--- src/rtl/seg7_pkg.sv ---
`default_nettype none
// ============================================================================
// Module   : seg7_pkg
// Purpose  : Shared constants and hex-to-segment table for the 7-seg scanner.
// Revision : 1.0 - initial release
// ============================================================================
package seg7_pkg;

    localparam int         NIB_W     = 4;
    localparam logic [6:0] SEG_BLANK = 7'h7F;

    // Active-low codes, seg[0]=a .. seg[6]=g.
    function automatic logic [6:0] hex_to_seg(input logic [NIB_W-1:0] nib);
        logic [6:0] s;
        case (nib)
            4'h0:    s = 7'h40;
            4'h1:    s = 7'h79;
            4'h2:    s = 7'h24;
            4'h3:    s = 7'h30;
            4'h4:    s = 7'h19;
            4'h5:    s = 7'h12;
            4'h6:    s = 7'h02;
            4'h7:    s = 7'h78;
            4'h8:    s = 7'h00;
            4'h9:    s = 7'h10;
            4'hA:    s = 7'h08;
            4'hB:    s = 7'h03;
            4'hC:    s = 7'h46;
            4'hD:    s = 7'h21;
            4'hE:    s = 7'h06;
            default: s = 7'h0E;
        endcase
        return s;
    endfunction

endpackage
`default_nettype wire

--- src/rtl/seg7_scan_if.sv ---
`default_nettype none
// ============================================================================
// Module   : seg7_scan_if
// Purpose  : Result-word input and display-pin bundle; bright exists only
//            when SEG7_DIM_EN is defined.
// Revision : 1.0 - initial release
// ============================================================================
interface seg7_scan_if
    import seg7_pkg::*;
#(
    parameter int NDIG = 4
);
    logic [NIB_W*NDIG-1:0] data;
    logic                  load;
    logic                  blank_lz;
    logic [NDIG-1:0]       dp_mask;
`ifdef SEG7_DIM_EN
    logic [3:0]            bright;
`endif
    logic [NDIG-1:0]       an;
    logic [6:0]            seg;
    logic                  dp;

`ifdef SEG7_DIM_EN
    modport master (output data, load, blank_lz, dp_mask, bright, input an, seg, dp);
    modport slave  (input data, load, blank_lz, dp_mask, bright, output an, seg, dp);
`else
    modport master (output data, load, blank_lz, dp_mask, input an, seg, dp);
    modport slave  (input data, load, blank_lz, dp_mask, output an, seg, dp);
`endif

endinterface
`default_nettype wire

--- src/rtl/seg7_decode.sv ---
`default_nettype none
// ============================================================================
// Module   : seg7_decode
// Purpose  : Combinational nibble-to-segment decode with forced blank.
// Revision : 1.0 - initial release
// ============================================================================
module seg7_decode
    import seg7_pkg::*;
(
    input  wire logic [NIB_W-1:0] i_nib,
    input  wire logic             i_blank,
    output logic      [6:0]       o_seg
);

    assign o_seg = i_blank ? SEG_BLANK : hex_to_seg(i_nib);

endmodule
`default_nettype wire

--- src/rtl/seg7_scan.sv ---
`default_nettype none
// ============================================================================
// Module   : seg7_scan
// Purpose  : Multiplexed common-anode hex display driver with shadow register,
//            anti-ghost blanking and leading-zero suppression. Optional PWM
//            dimming via SEG7_DIM_EN.
// Revision : 1.0 - initial release
// ============================================================================
module seg7_scan
    import seg7_pkg::*;
#(
    parameter int NDIG      = 4,
    parameter int DIV       = 50000,
    parameter int BLANK_CYC = 500
)(
    input  wire logic  clk,
    input  wire logic  rst,
    seg7_scan_if.slave bus
);

    localparam int             c_CW    = $clog2(DIV);
    localparam int             c_IW    = (NDIG > 1) ? $clog2(NDIG) : 1;
    localparam logic [c_CW-1:0] c_LAST  = c_CW'(DIV - 1);
    localparam logic [c_CW-1:0] c_BLANK = c_CW'(BLANK_CYC);
    localparam logic [c_IW-1:0] c_ILAST = c_IW'(NDIG - 1);

    logic [NIB_W*NDIG-1:0] r_shadow;
    logic [c_CW-1:0]       r_cnt;
    logic [c_IW-1:0]       r_idx;
    logic [NDIG-1:0]       r_an;
    logic [6:0]            r_seg;
    logic                  r_dp;

    logic [NDIG-1:0]       w_blank;
    logic [NDIG-1:0]       w_an_sel;
    logic [NIB_W-1:0]      w_nib;
    logic                  w_lz;
    logic                  w_dp;
    logic                  w_lit;
    logic [6:0]            w_seg;

    // A digit blanks when it and every more-significant nibble are zero.
    for (genvar gi = 0; gi < NDIG; gi++) begin : g_lz
        if (gi == 0) begin : g_d0
            assign w_blank[gi] = 1'b0;
        end else begin : g_dn
            assign w_blank[gi] = bus.blank_lz & ~(|r_shadow[NIB_W*NDIG-1 : gi*NIB_W]);
        end
    end

    always_comb begin
        w_nib    = '0;
        w_lz     = 1'b0;
        w_dp     = 1'b1;
        w_an_sel = '1;
        for (int i = 0; i < NDIG; i++) begin
            if (r_idx == c_IW'(i)) begin
                w_nib       = r_shadow[i*NIB_W +: NIB_W];
                w_lz        = w_blank[i];
                w_dp        = ~bus.dp_mask[i];
                w_an_sel[i] = 1'b0;
            end
        end
    end

`ifdef SEG7_DIM_EN
    logic [3:0] r_pwm;

    always_ff @(posedge clk or posedge rst) begin
        if (rst) r_pwm <= '0;
        else     r_pwm <= r_pwm + 4'd1;
    end

    assign w_lit = (r_cnt >= c_BLANK) && (r_pwm < bus.bright);
`else
    assign w_lit = (r_cnt >= c_BLANK);
`endif

    seg7_decode u_dec (
        .i_nib   (w_nib),
        .i_blank (w_lz),
        .o_seg   (w_seg)
    );

    always_ff @(posedge clk or posedge rst) begin
        if (rst) begin
            r_shadow <= '0;
            r_cnt    <= '0;
            r_idx    <= '0;
            r_an     <= '1;
            r_seg    <= SEG_BLANK;
            r_dp     <= 1'b1;
        end else begin
            if (bus.load) r_shadow <= bus.data;
            if (r_cnt == c_LAST) begin
                r_cnt <= '0;
                r_idx <= (r_idx == c_ILAST) ? '0 : r_idx + c_IW'(1);
            end else begin
                r_cnt <= r_cnt + c_CW'(1);
            end
            r_an  <= w_lit ? w_an_sel : '1;
            r_seg <= w_seg;
            r_dp  <= w_dp;
        end
    end

    assign bus.an  = r_an;
    assign bus.seg = r_seg;
    assign bus.dp  = r_dp;

endmodule
`default_nettype wire

--- src/flat_wrapper.sv ---
// flat-port wrapper written by rule: the top's interface ports become plain ports
module seg7_scan_flat import seg7_pkg::*;
#(
    parameter int NDIG      = 4,
    parameter int DIV       = 50000,
    parameter int BLANK_CYC = 500
)
  (clk, rst, bus_data, bus_load, bus_blank_lz, bus_dp_mask, bus_an, bus_seg, bus_dp);
  seg7_scan_if #(.NDIG(NDIG)) bus_i ();
  input  wire logic clk;
  input  wire logic rst;
  input wire logic [$bits(bus_i.data)-1:0] bus_data;
  input wire logic [$bits(bus_i.load)-1:0] bus_load;
  input wire logic [$bits(bus_i.blank_lz)-1:0] bus_blank_lz;
  input wire logic [$bits(bus_i.dp_mask)-1:0] bus_dp_mask;
  output wire logic [$bits(bus_i.an)-1:0] bus_an;
  output wire logic [$bits(bus_i.seg)-1:0] bus_seg;
  output wire logic [$bits(bus_i.dp)-1:0] bus_dp;
  assign bus_i.data = bus_data;
  assign bus_i.load = bus_load;
  assign bus_i.blank_lz = bus_blank_lz;
  assign bus_i.dp_mask = bus_dp_mask;
  assign bus_an = bus_i.an;
  assign bus_seg = bus_i.seg;
  assign bus_dp = bus_i.dp;
  seg7_scan #(.NDIG(NDIG), .DIV(DIV), .BLANK_CYC(BLANK_CYC)) u_core (.clk(clk), .rst(rst), .bus(bus_i));
endmodule
--- config.mk ---
export PLATFORM = sky130hd
export DESIGN_NAME = seg7_scan_flat
export DESIGN_NICKNAME = d
export VERILOG_FILES = /design/src/rtl/seg7_pkg.sv /design/src/rtl/seg7_scan_if.sv /design/src/rtl/seg7_decode.sv /design/src/rtl/seg7_scan.sv /design/src/flat_wrapper.sv
export SDC_FILE = /design/constraint.sdc
export NUM_CORES = 1
export LEC_CHECK = 0
export ABC_AREA = 1
export BUFFER_PORTS_ARGS = -buffer_cell sky130_fd_sc_hd__buf_2
export CAP_MARGIN = 15
export CORE_ASPECT_RATIO = 1.5
export CORE_MARGIN = 5
export CORE_UTILIZATION = 45
export DETAILED_ROUTE_END_ITERATION = 12
export GPL_TIMING_DRIVEN = 1
export PLACE_DENSITY_LB_ADDON = 0.2
export SETUP_SLACK_MARGIN = 0.3
export SLEW_MARGIN = 20
export SYNTH_ARGS = -nofsm -noshare
export SYNTH_HDL_FRONTEND = slang
export SYNTH_SLANG_ARGS = --single-unit
--- constraint.sdc ---
create_clock -name clk -period 2.4 [get_ports clk]
set_clock_uncertainty 0.15 [all_clocks]
set_input_delay 0.72 -clock clk [delete_from_list [all_inputs] [get_ports clk]]
set_output_delay 0.72 -clock clk [all_outputs]
set_load 0.02 [all_outputs]
# [After elaboration in Yosys (flattened, before gate mapping)]
# Memory sizes are Yosys's and may differ from the RTL's.
# Index checks and enable logic that the tools add are counted.
[classes] n_addsub=2 magnitude_cmp=1 eq_ne=4 muxes=19 bitwise_logic=10 reduce_logical=4
[op_table] cell="4-bit two-way mux" count=5
[op_table] cell="16-bit by 1-bit adder with 16-bit output (second input constant)" count=1
[op_table] cell="16-bit == test (second input constant)" count=1
[op_table] cell="16-bit by 9-bit >= comparator with 1-bit output (second input constant)" count=1
[op_table] cell="16-bit two-way mux" count=1
[op_table] cell="12-bit OR reduction" count=1
[op_table] cell="1-bit two-way mux" count=11
[op_table] cell="8-bit OR reduction" count=1
[op_table] cell="7-bit two-way mux" count=1
[op_table] cell="1-bit NOT" count=7
[op_table] cell="2-bit == test (second input constant)" count=2
[op_table] cell="4-bit OR reduction" count=1
[op_table] cell="1-bit AND" count=3
[op_table] cell="2-bit by 1-bit adder with 2-bit output (second input constant)" count=1
[op_table] cell="2-bit by 1-bit == test with 1-bit output (second input constant)" count=1
[op_table] cell="2-bit zero test" count=1
[op_table] cell="2-bit two-way mux" count=1
[word_totals] register_bits=46 mem_bits_ro=112 n_memories=1
[mem_list] name="(no name shown)" words=16 word_bits=7 read_ports=1 rd_clocked_by_memory_dff=0 write_ports=0 line_no="seg7_pkg.sv:15" source="case (nib)"

# [Logic depth before layout (Yosys ltp)]
# Gate-level depths: netlist (run 1).
[logic_depth] ltp_word=7 ltp_mapped=13

# [By module]
# A second synthesis (run 1) with hierarchy kept.
[hier_totals] cells_unflattened=300 area_unflattened_um2=2491.1
[by_module_without_submodules] mod="seg7_scan" n_inst=1 cells_per_inst=249 area_per_inst_um2=2197.1 seq_area_each_um2=1166.1
[by_module_without_submodules] mod="seg7_decode" n_inst=1 cells_per_inst=51 area_per_inst_um2=294.0 seq_area_each_um2=0.0

# [Least setup slack after synthesis (run 1)]
# OpenSTA, ideal clock, no wires.
[synth_path] path_type="register to register" start="reg u_core.r_idx[0]" end="reg u_core.r_seg[3], in the netlist u_core.bus.seg[3]" setup_ns=0.083 arrival_time_ns=1.733 setup_slack_ns=0.435 stages_incl_launch_ff=13 period_less_slack_ns=1.965 cell_sequence="dfrtp_1 -> inv_1 -> ha_1 -> buf_4 -> a21oi_1 -> nand2_1 -> a21boi_2 -> inv_1 -> ha_1 -> nand2_2 -> nand2_1 -> nand2_1 -> nand3_1"
[synth_via] elab_chain_len=7
[synth_lines] item="from (decl)" line_no="seg7_scan.sv:29" source="logic [c_IW-1:0] r_idx;"
[synth_lines] item="from (signal assigned)" line_no="seg7_scan.sv:97" source="r_idx <= (r_idx == c_ILAST) ? '0 : r_idx + c_IW'(1);"
[synth_lines] item="2-bit zero test" line_no="seg7_scan.sv:57" source="if (r_idx == c_IW'(i)) begin"
[synth_lines] item="4-bit two-way mux (4 in series)" line_no="seg7_scan.sv:57"
[synth_lines] item="memory 16 x 7 bit"
[synth_lines] item="7-bit two-way mux (*)" line_no="seg7_decode.sv:15" source="assign o_seg = i_blank ? SEG_BLANK : hex_to_seg(i_nib);"
[synth_lines] item="via u_core.u_dec.o_seg[3]" line_no="seg7_decode.sv:12" source="output logic [6:0] o_seg"
[synth_lines] item="to (signal assigned)" line_no="seg7_scan.sv:102" source="r_seg <= w_seg;"
[synth_lines] item="to (decl)" line_no="seg7_scan.sv:31" source="logic [6:0] r_seg;"
# The timed path passes the listed nets; every way through them passes the cells marked *.
# A chain may end at the register's enable or synchronous reset.

# [Final worst setup path (run 1)]
[layout_path] start="reg u_core.r_idx[1]" end="reg u_core.r_seg[3], in the netlist u_core.bus.seg[3]"
# Same word-level chain as after synthesis.

==> results of run 1 <==
## final timing paths
check	startpoint	cells after the start	endpoint	slack, ns
worst max-delay path	u_core.r_idx[1]$_DFFE_PP0N_	11	u_core.bus.seg[3]$_DFF_PP1_	0.40
worst min-delay path	rst	2	u_core.r_cnt[11]$_DFF_PP0_	0.26
worst max register to register	u_core.r_idx[1]$_DFFE_PP0N_	11	u_core.bus.seg[3]$_DFF_PP1_	0.40
worst min register to register	u_core.r_cnt[0]$_DFF_PP0_	1	u_core.r_cnt[0]$_DFF_PP0_	0.35
max in group asynchronous	rst	3	u_core.bus.dp$_DFF_PP1_	1.29
min in group clk	u_core.r_cnt[0]$_DFF_PP0_	1	u_core.r_cnt[0]$_DFF_PP0_	0.35
## power groups by stage
stage / Sequential (mW) / Combinational [mW] / Clock [mW]
6_report: 0.857 / 0.241 / 0.528
5_1_grt: 0.861 / 0.272 / 0.580
4_1_cts: 0.857 / 0.234 / 0.549
3_5_place_dp: 0.872 / 0.230 / 0
3_3_place_gp: 0.870 / 0.227 / 0
2_1_floorplan: 0.895 / 0.129 / 0
## synth_stat cells
cell type  count
nand2_1       69
inv_1         40
dfrtp_1       34
nand3_1       23
nor2_1        22
o21ai_0       15
a21oi_1       14
dfstp_2       12
ha_1          12
mux2_2         9
nand2_2        8
nor3_1         8
nand4_1        6
inv_2          4
nand2_4        4
nand3_2        4
nor2_2         3
nor2_4         3
a21oi_2        2
buf_2          2
o211ai_1       2
xor2_1         2
a21boi_2       1
a21oi_4        1
buf_4          1
clkbuf_1       1
nor4_1         1
o21ai_1        1
o21bai_1       1
## state kept, by name (all words and copies together), names as in the netlist
signal / count
u_core.r_shadow: 16
u_core.r_cnt: 16
u_core.r_idx: 2
u_core.bus.dp: 1
u_core.bus.an: 4
u_core.bus.seg: 7
## cells by family (layout without fill, tap and decap cells)
| kind of cell | count (synthesis) | in the layout | synth area share (%) |
|---|---|---|---|
| buffers and inverters | 48 | 92 | 7.26 |
| and+or+nand+nor | 151 | 151 | 28.4 |
| adders and majority gates | 12 | 12 | 5.85 |
| AOI/OAI and AO/OA | 37 | 37 | 8.48 |
| DFF | 46 | 46 | 45.4 |
| xor gates and xnor gates | 2 | 2 | 0.682 |
| muxes | 9 | 9 | 3.95 |
## worst reg2reg max path, stage by stage (launching register included)
cell and delay, ns:
dfrtp_1 0.42, buf_4 0.15, ha_4 0.18, a21oi_1 0.11
nand2_1 0.10, a21boi_4 0.26, inv_2 0.09, ha_2 0.20
nand3_2 0.08, nand2_1 0.06, nand2_1 0.06, nand3_1 0.06
## what timing repair did
item,in CTS,in global routing
resized for setup,11,12
endpoints found under the setup margin,7,7
pin swaps,1,4
hold buffers,0,0
setup buffers,1,3
## per-layer routing
layer / track usage, % / wire length (µm) / vias up
li1: - / - / 1065
met1: 16.9 / 2030 / 966
met2: 28.9 / 2940 / 54
met3: 2.83 / 215 / 21
met4: 9.55 / 237 / 0
met5: 0 / 0 / -
## final cells by class
| class | instances | area (µm²) |
|---|---|---|
| fillers | 507 | 2440 |
| multi-input cells | 211 | 1290 |
| flip-flops and latches | 46 | 1170 |
| repair buffers | 40 | 225 |
| inverters | 44 | 173 |
| clock buffers | 7 | 96.3 |
| well taps | 70 | 87.6 |
| clock inverters | 1 | 8.76 |
## through the flow
stage	area, µm²	instances
floorplan	2570	305
global placement	2830	407
detailed placement	2830	407
CTS	2990	416
global route	3050	419
finish	3050	419
==> results.sh, run 1 <==
export IMPL_status="finished clean"
export IMPL_yosysSeqAreaShare_pct=45.4
export IMPL_crit_buf_inv=2
export IMPL_synthCells=305
export IMPL_numCtsBuffers=5
export IMPL_max_vdd_ir_drop_v=0.000380
export IMPL_die_x_um=71.7
export IMPL_p_int_mw=1.19
export IMPL_worst_ep_arrival_time_ns=2.07
export IMPL_path_clk_slew_ns=0.09
export IMPL_final_cell_mix="68 x nand2_1, 35 x inv_1, 35 x buf_2"
export IMPL_layout_min_cycle_time_ns=2.00
export IMPL_fin_nets=384
export IMPL_worst_pin_slew_ns=0.427
export IMPL_rsz0062_at_grt="true"
export IMPL_max_freq_ghz=0.501
export IMPL_syn_to_final_growth_pct=18.8
export IMPL_cpMaxStageDelayCell="dfrtp_1"
export IMPL_power_density_nw_per_um2=533
export IMPL_chipHeight_um=103
export IMPL_wire_per_inst_um=12.9
export IMPL_postRouteAntennaNets=0
export IMPL_core_area_um2=5490
export IMPL_n_antenna_cell=0
export IMPL_p_total_mw=1.63
export IMPL_syn_area_um2=2570
export IMPL_ys_seq_elements=46
export IMPL_hold_class="in -> async"
export IMPL_drtIter0Drc=99
export IMPL_grt_pass1_vias=2134
export IMPL_worst_slack_ns=0.404
export IMPL_synth_warnings=0
export IMPL_finalHoldViolCount=0
export IMPL_pwr_share_comb_pct=14.8
export IMPL_final_period_utilization_pct=83.2
export IMPL_whs_ns=0.260
export IMPL_cp_slowest_stage_delay_ns=0.42
export IMPL_drc=0
export IMPL_cap_violations=0
export IMPL_switching_share_pct=26.6
export IMPL_synth_area_leaders="dfrtp_1 33%, dfstp_2 12%, nand2_1 10%"
export IMPL_synth_top_area_share_pct=33.1
export IMPL_cts_path_max_buffers=2
export IMPL_overflow=0
export IMPL_switchingPower_mw=0.433
export IMPL_insertion_delay_ns=0.30
export IMPL_gp_congestion=0.843
export IMPL_row_count=33
export IMPL_power_frac_clock_pct=32.5
export IMPL_finalSetupViolCount=0
export IMPL_start_util_pct=46.8
export IMPL_cp_cell_sequence="buf_4 -> ha_4 -> a21oi_1 -> nand2_1 -> a21boi_4 -> inv_2 -> ha_2 -> nand3_2 -> nand2_1 -> nand2_1 -> nand3_1"
export IMPL_path_class="reg -> reg"
export IMPL_routed_via_density=5.03
export IMPL_cp_max_fo=8
export IMPL_io_pins=36
export IMPL_slew_headroom_pct=71.5
export IMPL_antenna_found_initial=0
export IMPL_cp_required_ns=2.48
export IMPL_cts_sinks=46
export IMPL_crit_top_cell="nand2_1"
export IMPL_routed_wl_um=5410
export IMPL_fp_dieArea_um2=7350
export IMPL_crit_path_end_kind="register"
export IMPL_critical_path_top_delay_family="flip-flops"
export IMPL_cts_tree="yes"
export IMPL_cp_start_kind="register"
export IMPL_io_buffers=35
export IMPL_syn_area_per_cell_um2=8.42
export IMPL_num_vias=2106
export IMPL_cts_htree_levels=2
export IMPL_drive_gt1_share_pct=32.7
export IMPL_grt_pass1_wl_um=9130
export IMPL_setup_tns_ns=0
export IMPL_cts_root_buf="clkbuf_8"
export IMPL_syn_nets=341
export IMPL_dr_pass1_iters=4
export IMPL_place_ws_ns=0.0849
export IMPL_grt_use_total_pct=15.9
export IMPL_leakagePower_nw=1.54
export IMPL_ys_types=29
export IMPL_post_route_util_pct=55.5
export IMPL_synth_top_area_cell="dfrtp_1"
export IMPL_dpl_hpwl_um=4240
export IMPL_grt_max_degree=29
export IMPL_slew_violations=0
export IMPL_seq_power_share_pct=52.7
export IMPL_layout_commonest_cell="nand2_1"
Power figures use the tool's default switching activity.
==> inputs of run 2 (changes only) <==
Settings changed: ABC_AREA 1 to 0.
Clock period 2.4 ns to 1.8 ns, I/O delays scaled along.
==> run 2 against run 1 <==
The flow now finishes with violations (negative setup slack). Highest routed layer unchanged. Register-to-register slack got worse by 0.74 ns. Sequential share of layout area decreased by 5.2 points. Largest cell class unchanged. Combinational power increased by 80%. Flip-flop and latch count is the same.
==> results.sh, run 2 <==
export IMPL_num_fill_cells=404
export IMPL_whs_ns=0.0920
export IMPL_cts_htree_levels=2
export IMPL_drtIter0Drc=83
export IMPL_postRouteAntennaNets=0
export IMPL_grt_use_total_pct=17.0
export IMPL_synth_fa_ha_area_share_pct=6.38
export IMPL_cp_required_ns=1.88
export IMPL_synthMuxAreaShare_pct=7.55
export IMPL_cts_sinks=46
export IMPL_ys_types=46
export IMPL_start_util_pct=45.9
export IMPL_die_x_um=69.0
export IMPL_cts_path_max_buffers=2
export IMPL_yosys_area_share_simple_pct=17.4
export IMPL_synth_top_area_cell="dfrtp_1"
export IMPL_synth_area_leaders="dfrtp_1 36%, dfstp_2 13%, mux2_2 6.7%"
export IMPL_grt_pass1_wl_um=9380
export IMPL_synthCells=213
export IMPL_post_route_util_pct=69.1
export IMPL_place_ws_ns=-0.448
export IMPL_synth_top_family_by_area="simple AND/OR/NAND/NOR gates"
export IMPL_cp_cell_sequence="inv_4 -> ha_4 -> buf_4 -> nand3b_1 -> a311oi_4 -> buf_4 -> nand2_4 -> o22ai_2 -> a31oi_1"
export IMPL_syn_area_um2=2350
export IMPL_dpl_hpwl_um=4050
export IMPL_synth_warnings=0
export IMPL_antenna_found_initial=0
export IMPL_synth_edff_count=0
export IMPL_max_vdd_ir_drop_v=0.000471
export IMPL_fin_area_um2=3540
export IMPL_power_density_nw_per_um2=640
export IMPL_core_area_um2=5120
export IMPL_layout_min_cycle_time_ns=2.14
export IMPL_worst_slack_ns=-0.337
export IMPL_cp_max_fo=6
export IMPL_io_pins=36
export IMPL_row_count=32
export IMPL_syn_area_per_cell_um2=11.0
export IMPL_max_freq_ghz=0.468
export IMPL_slew_headroom_pct=70.2
export IMPL_hold_class="in -> async"
export IMPL_path_class="reg -> reg"
export IMPL_grt_pass1_vias=2094
export IMPL_setup_tns_ns=-2.06
export IMPL_worst_ep_arrival_time_ns=2.22
export IMPL_layout_commonest_cell="buf_4"
export IMPL_numCtsBuffers=5
export IMPL_worst_pin_slew_ns=0.446
export IMPL_crit_top_cell="buf_4"
export IMPL_fin_cells=370
export IMPL_gp_congestion=0.804
export IMPL_finalHoldViolCount=0
export IMPL_p_total_mw=2.27
export IMPL_drc=0
export IMPL_syn_to_final_growth_pct=50.6
export IMPL_cts_tree="yes"
export IMPL_yosysSeqAreaShare_pct=49.6
export IMPL_path_clk_slew_ns=0.09
export IMPL_synth_top_area_share_pct=36.2
export IMPL_cap_violations=0
export IMPL_synthArstFlopShare_pct=100
export IMPL_placed_area_um2=2890
export IMPL_finalSetupViolCount=7
export IMPL_overflow=0
export IMPL_chipHeight_um=98.6
export IMPL_slew_violations=0
export IMPL_ys_seq_elements=46
export IMPL_synth_ff_type="dfrtp_1"
export IMPL_routed_via_density=5.28
export IMPL_cp_start_kind="register"
export IMPL_n_antenna_cell=0
export IMPL_leakagePower_nw=1.54
export IMPL_dp_cells=336
export IMPL_crit_path_end_kind="register"
export IMPL_num_vias=1952
export IMPL_drive_gt1_share_pct=62.3
export IMPL_cp_slowest_stage_delay_ns=0.44
export IMPL_insertion_delay_ns=0.30
export IMPL_grt_max_degree=21
export IMPL_yosys_area_share_xor_xnor_pct=5.21
export IMPL_synth_compound_area_share_pct=10.1
export IMPL_rsz0062_at_grt="true"
export IMPL_final_period_utilization_pct=119
export IMPL_dr_pass1_iters=4
export IMPL_cts_root_buf="clkbuf_8"
export IMPL_wire_per_inst_um=16.5
export IMPL_routed_wl_um=6100
export IMPL_io_buffers=35
export IMPL_syn_nets=249
export IMPL_fin_nets=337
export IMPL_final_cell_mix="41 x buf_4, 31 x dfrtp_1, 23 x buf_2"
export IMPL_cpMaxStageDelayCell="dfrtp_2"
export IMPL_synth_top_cells_by_count="34 x dfrtp_1, 17 x nor2_1, 15 x nand2_1"
export IMPL_violations="negative setup slack"
export IMPL_status="complete, but fails checks"
export IMPL_synth_most_common_cell="dfrtp_1"
export IMPL_fp_dieArea_um2=6800
-- run 2: changes by cell type after synthesis, moves of 7 or more --
cell	delta
nand2_2	-7
nand2_1	-54
o21ai_0	-11
a21oi_1	-9
inv_1	-30
nand3_1	-14
-- run 2: power by group --
group	internal (mW)	switching (mW)	total (mW)
sequential	1.12	0.0458	1.16
combinational	0.230	0.205	0.435
clock	0.309	0.359	0.668
total	1.66	0.610	2.27
-- run 2: final cells by class --
cell class	count	area, µm²	area share (%)
Multi-Input combinational cell	150	1450	40.9
Sequential cell	46	1170	33.0
Timing Repair Buffer	88	698	19.7
Tap cell	68	85.1	2.40
Clock buffer	6	82.6	2.33
Inverter	10	46.3	1.31
Clock inverter	2	12.5	0.353
-- run 2: timing repair --
action | in CTS | in global routing
setup endpoints to repair | 33 | 41
buffers inserted | 18 | 7
cloned | 1 | 0
gates resized for setup | 61 | 36
pin swaps | 18 | 30
hold buffers | 0 | 0
-- run 2: path summary, 6_finish.rpt --
| path | startpoint | end | slack (ns) | cells after the start |
|---|---|---|---|---|
| worst min register to register | u_core.r_cnt[13]$_DFF_PP0_ | u_core.r_cnt[13]$_DFF_PP0_ | 0.39 | 1 |
| min in group clk | bus_dp_mask[3] | u_core.bus.dp$_DFF_PP1_ | 0.23 | 2 |
| worst min-delay path | rst | u_core.r_cnt[10]$_DFF_PP0_ | 0.09 | 2 |
| worst max register to register | u_core.r_idx[1]$_DFFE_PP0N_ | u_core.bus.seg[0]$_DFF_PP1_ | -0.34 | 9 |
| worst max-delay path | u_core.r_idx[1]$_DFFE_PP0N_ | u_core.bus.seg[0]$_DFF_PP1_ | -0.34 | 9 |
| max in group asynchronous | rst | u_core.bus.seg[1]$_DFF_PP1_ | 0.91 | 3 |
-- run 2: routing by layer --
layer / up-vias / global-route usage [%] / part of all wire (%) / wire, µm
li1: 928 / - / - / -
met1: 970 / 16.1 / 34 / 2050
met2: 42 / 35.0 / 62 / 3750
met3: 12 / 2.86 / 2.7 / 165
met4: 0 / 6.47 / 2.1 / 129
met5: - / 0 / 0 / 0
-- run 2: kinds of logic after synthesis --
| group | Yosys count |
|---|---|
| buf+inv | 18 |
| xor+xnor | 14 |
| compound gates | 30 |
| flops | 46 |
| fa+ha+maj | 12 |
| simple gates | 77 |
| mux | 16 |
-- run 2: worst max-delay path: cells and delay by family (launching register included) --
| kind | cells | cell delay [ns] |
|---|---|---|
| buffers and inverters | 3 | 0.42 |
| adder cells (fa/ha/maj) | 1 | 0.18 |
| AO/OA/AOI/OAI | 3 | 0.61 |
| AND/OR/NAND/NOR | 2 | 0.27 |
| flip-flops | 1 | 0.44 |
==> inputs of run 3 (changes only) <==
Settings changed: REMOVE_ABC_BUFFERS from default to 1, SETUP_SLACK_MARGIN 0.3 to 0.2.
==> run 3 against run 2 <==
The run still ends with negative setup slack left. Maximum frequency fell by 1.4%. Register-to-register slack lost 0.03 ns. Worst setup slack got worse by 0.030 ns. Clock power increased by 14%. Non-clock buffer count shrank 3. Global-route usage decreased by 0.35 points. Wire length shrank 8.9%. Utilization decreased by 1.5 points. Critical path depth shrank 1. Sequential share of layout area increased by 0.72 points. Highest routed layer unchanged. Die area did not move.
==> results.sh, run 3 (synthesis results as in run 2) <==
export IMPL_status="complete, but fails checks"
export IMPL_violations="negative setup slack"
export IMPL_dpl_hpwl_um=3870
export IMPL_drive_gt1_share_pct=59.1
export IMPL_finalHoldViolCount=0
export IMPL_antenna_found_initial=0
export IMPL_core_area_um2=5120
export IMPL_chipHeight_um=98.6
export IMPL_cts_tree="yes"
export IMPL_leakagePower_nw=1.53
export IMPL_fin_cells=366
export IMPL_cts_htree_levels=2
export IMPL_routed_wl_um=5560
export IMPL_final_cell_mix="42 x buf_4, 32 x dfrtp_1, 23 x buf_2"
export IMPL_max_freq_ghz=0.461
export IMPL_path_clk_slew_ns=0.09
export IMPL_gr_usage_met2_pct=32.9
export IMPL_start_util_pct=45.9
export IMPL_layout_min_cycle_time_ns=2.17
export IMPL_cp_required_ns=1.84
export IMPL_critical_path_reg2reg_endpoint="u_core.bus.seg[4]$_DFF_PP1_"
export IMPL_regToRegStartpoint="u_core.r_idx[1]$_DFFE_PP0N_"
export IMPL_row_count=32
export IMPL_cts_path_max_buffers=2
export IMPL_io_pins=36
export IMPL_use_met1_pct=15.8
export IMPL_numCtsBuffers=5
export IMPL_placed_area_um2=2870
export IMPL_gp_congestion=0.855
export IMPL_path_class="reg -> reg"
export IMPL_grt_pass1_wl_um=9180
export IMPL_r2r_cells=8
export IMPL_drc=0
export IMPL_syn_to_final_growth_pct=47.2
export IMPL_fin_nets=333
export IMPL_worst_ep_arrival_time_ns=2.21
export IMPL_grt_use_met3_pct=4.18
export IMPL_p_int_mw=1.75
export IMPL_cts_root_buf="clkbuf_8"
export IMPL_slew_headroom_pct=62.9
export IMPL_grt_max_degree=47
export IMPL_wire_per_inst_um=15.2
export IMPL_drtIter0Drc=90
export IMPL_hold_class="in -> async"
export IMPL_whs_ns=0.110
export IMPL_io_buffers=35
export IMPL_fp_dieArea_um2=6800
export IMPL_cp_start_kind="register"
export IMPL_grt_pass1_vias=2071
export IMPL_dr_pass1_iters=4
export IMPL_seq_power_share_pct=49.5
export IMPL_pwr_share_comb_pct=18.0
export IMPL_routed_via_density=5.19
export IMPL_insertion_delay_ns=0.30
export IMPL_layout_commonest_cell="buf_4"
export IMPL_crit_path_end_kind="register"
export IMPL_hold_buffers=0
export IMPL_cp_max_fo=7
export IMPL_grt_busiest_layer="met2"
export IMPL_final_period_utilization_pct=120
export IMPL_r2r_setup_slack_ns=-0.37
export IMPL_max_vdd_ir_drop_v=0.000611
export IMPL_rsz0062_at_grt="true"
export IMPL_power_frac_clock_pct=32.6
export IMPL_fin_area_um2=3460
export IMPL_die_x_um=69.0
export IMPL_n_antenna_cell=0
export IMPL_worst_pin_slew_ns=0.552
export IMPL_switching_share_pct=25.2
export IMPL_slew_violations=0
export IMPL_switchingPower_mw=0.589
export IMPL_finalSetupViolCount=7
export IMPL_power_density_nw_per_um2=675
export IMPL_postRouteAntennaNets=0
export IMPL_grt_use_total_pct=16.6
export IMPL_dp_cells=346
export IMPL_num_vias=1900
export IMPL_overflow=0
export IMPL_setup_tns_ns=-2.36
export IMPL_cap_violations=0
export IMPL_worst_slack_ns=-0.367
export IMPL_cts_sinks=46
[run 3: cell count changes in the layout (fill, tap and decap cells not counted), sizes merged]
cell      before  now
and3           7    6
buf           87   85
bufinv         0    1
clkbuf         7    5
clkinv         1    3
clkinvlp       2    0
[run 3: area by class of cell]
type                       instances  area [µm²]
clock buffer                       5        68.8
clock inverter                     3        40.0
fill                             409        1660
inverter                          10        37.5
multi-input combinational        149        1380
sequential                        46        1170
tap                               68        85.1
timing repair buffer              85         686
[run 3: worst max-delay path: stages (launching register included)]
cell	delay [ns]
dfrtp_1	0.44
buf_4	0.16
ha_4	0.18
nor3b_2	0.15
a221o_1	0.32
buf_4	0.16
ha_2	0.22
mux2i_1	0.14
o221ai_1	0.14
[run 3: worst max-delay path by stage]
stage	start	end	slack, ns	depth (start not counted)
CTS	u_core.r_idx[1]$_DFFE_PP0N_	u_core.bus.seg[1]$_DFF_PP1_	-0.34	8
detailed placement	u_core.r_idx[0]$_DFFE_PP0N_	u_core.bus.seg[3]$_DFF_PP1_	-0.45	10
global placement	u_core.r_idx[1]$_DFFE_PP0N_	u_core.bus.seg[3]$_DFF_PP1_	-0.37	8
floorplan	u_core.r_idx[0]$_DFFE_PP0N_	u_core.bus.seg[1]$_DFF_PP1_	-0.40	8
global route	u_core.r_idx[1]$_DFFE_PP0N_	u_core.bus.seg[3]$_DFF_PP1_	-0.47	10
finish	u_core.r_idx[1]$_DFFE_PP0N_	u_core.bus.seg[4]$_DFF_PP1_	-0.37	8
[run 3: metal layers]
metal | up-vias | share of wire, %
met5 | - | 0
met4 | 0 | 2.4
met3 | 12 | 3.4
met2 | 34 | 58
met1 | 935 | 36
li1 | 919 | -
[run 3: timing repair]
item                                    CTS  global route
gates resized for setup                  55            43
setup buffers                             6             6
endpoints found under the setup margin   32            38
pin swaps                                 6            19
endpoints found under the hold margin     0             0
gates cloned                              0             0
[run 3: power by group through the flow]
stage | combinational [mW] | clock (mW) | sequential (mW)
final | 0.420 | 0.762 | 1.16
after CTS | 0.399 | 0.781 | 1.16
after detailed placement | 0.349 | 0 | 1.17
after floorplan | 0.161 | 0 | 1.20
after global placement | 0.345 | 0 | 1.17
after global routing | 0.455 | 0.825 | 1.17
[run 3: metrics by stage]
stage | utilization [%] | power, mW | worst slack [ns]
after floorplan | - | 1.36 | -0.402
after global placement | 56.0 | 1.51 | -0.367
after detailed placement | 56.0 | 1.52 | -0.455
after CTS | 63.0 | 2.34 | -0.337
after global routing | 67.6 | 2.45 | -0.469
final | 67.6 | 2.34 | -0.367
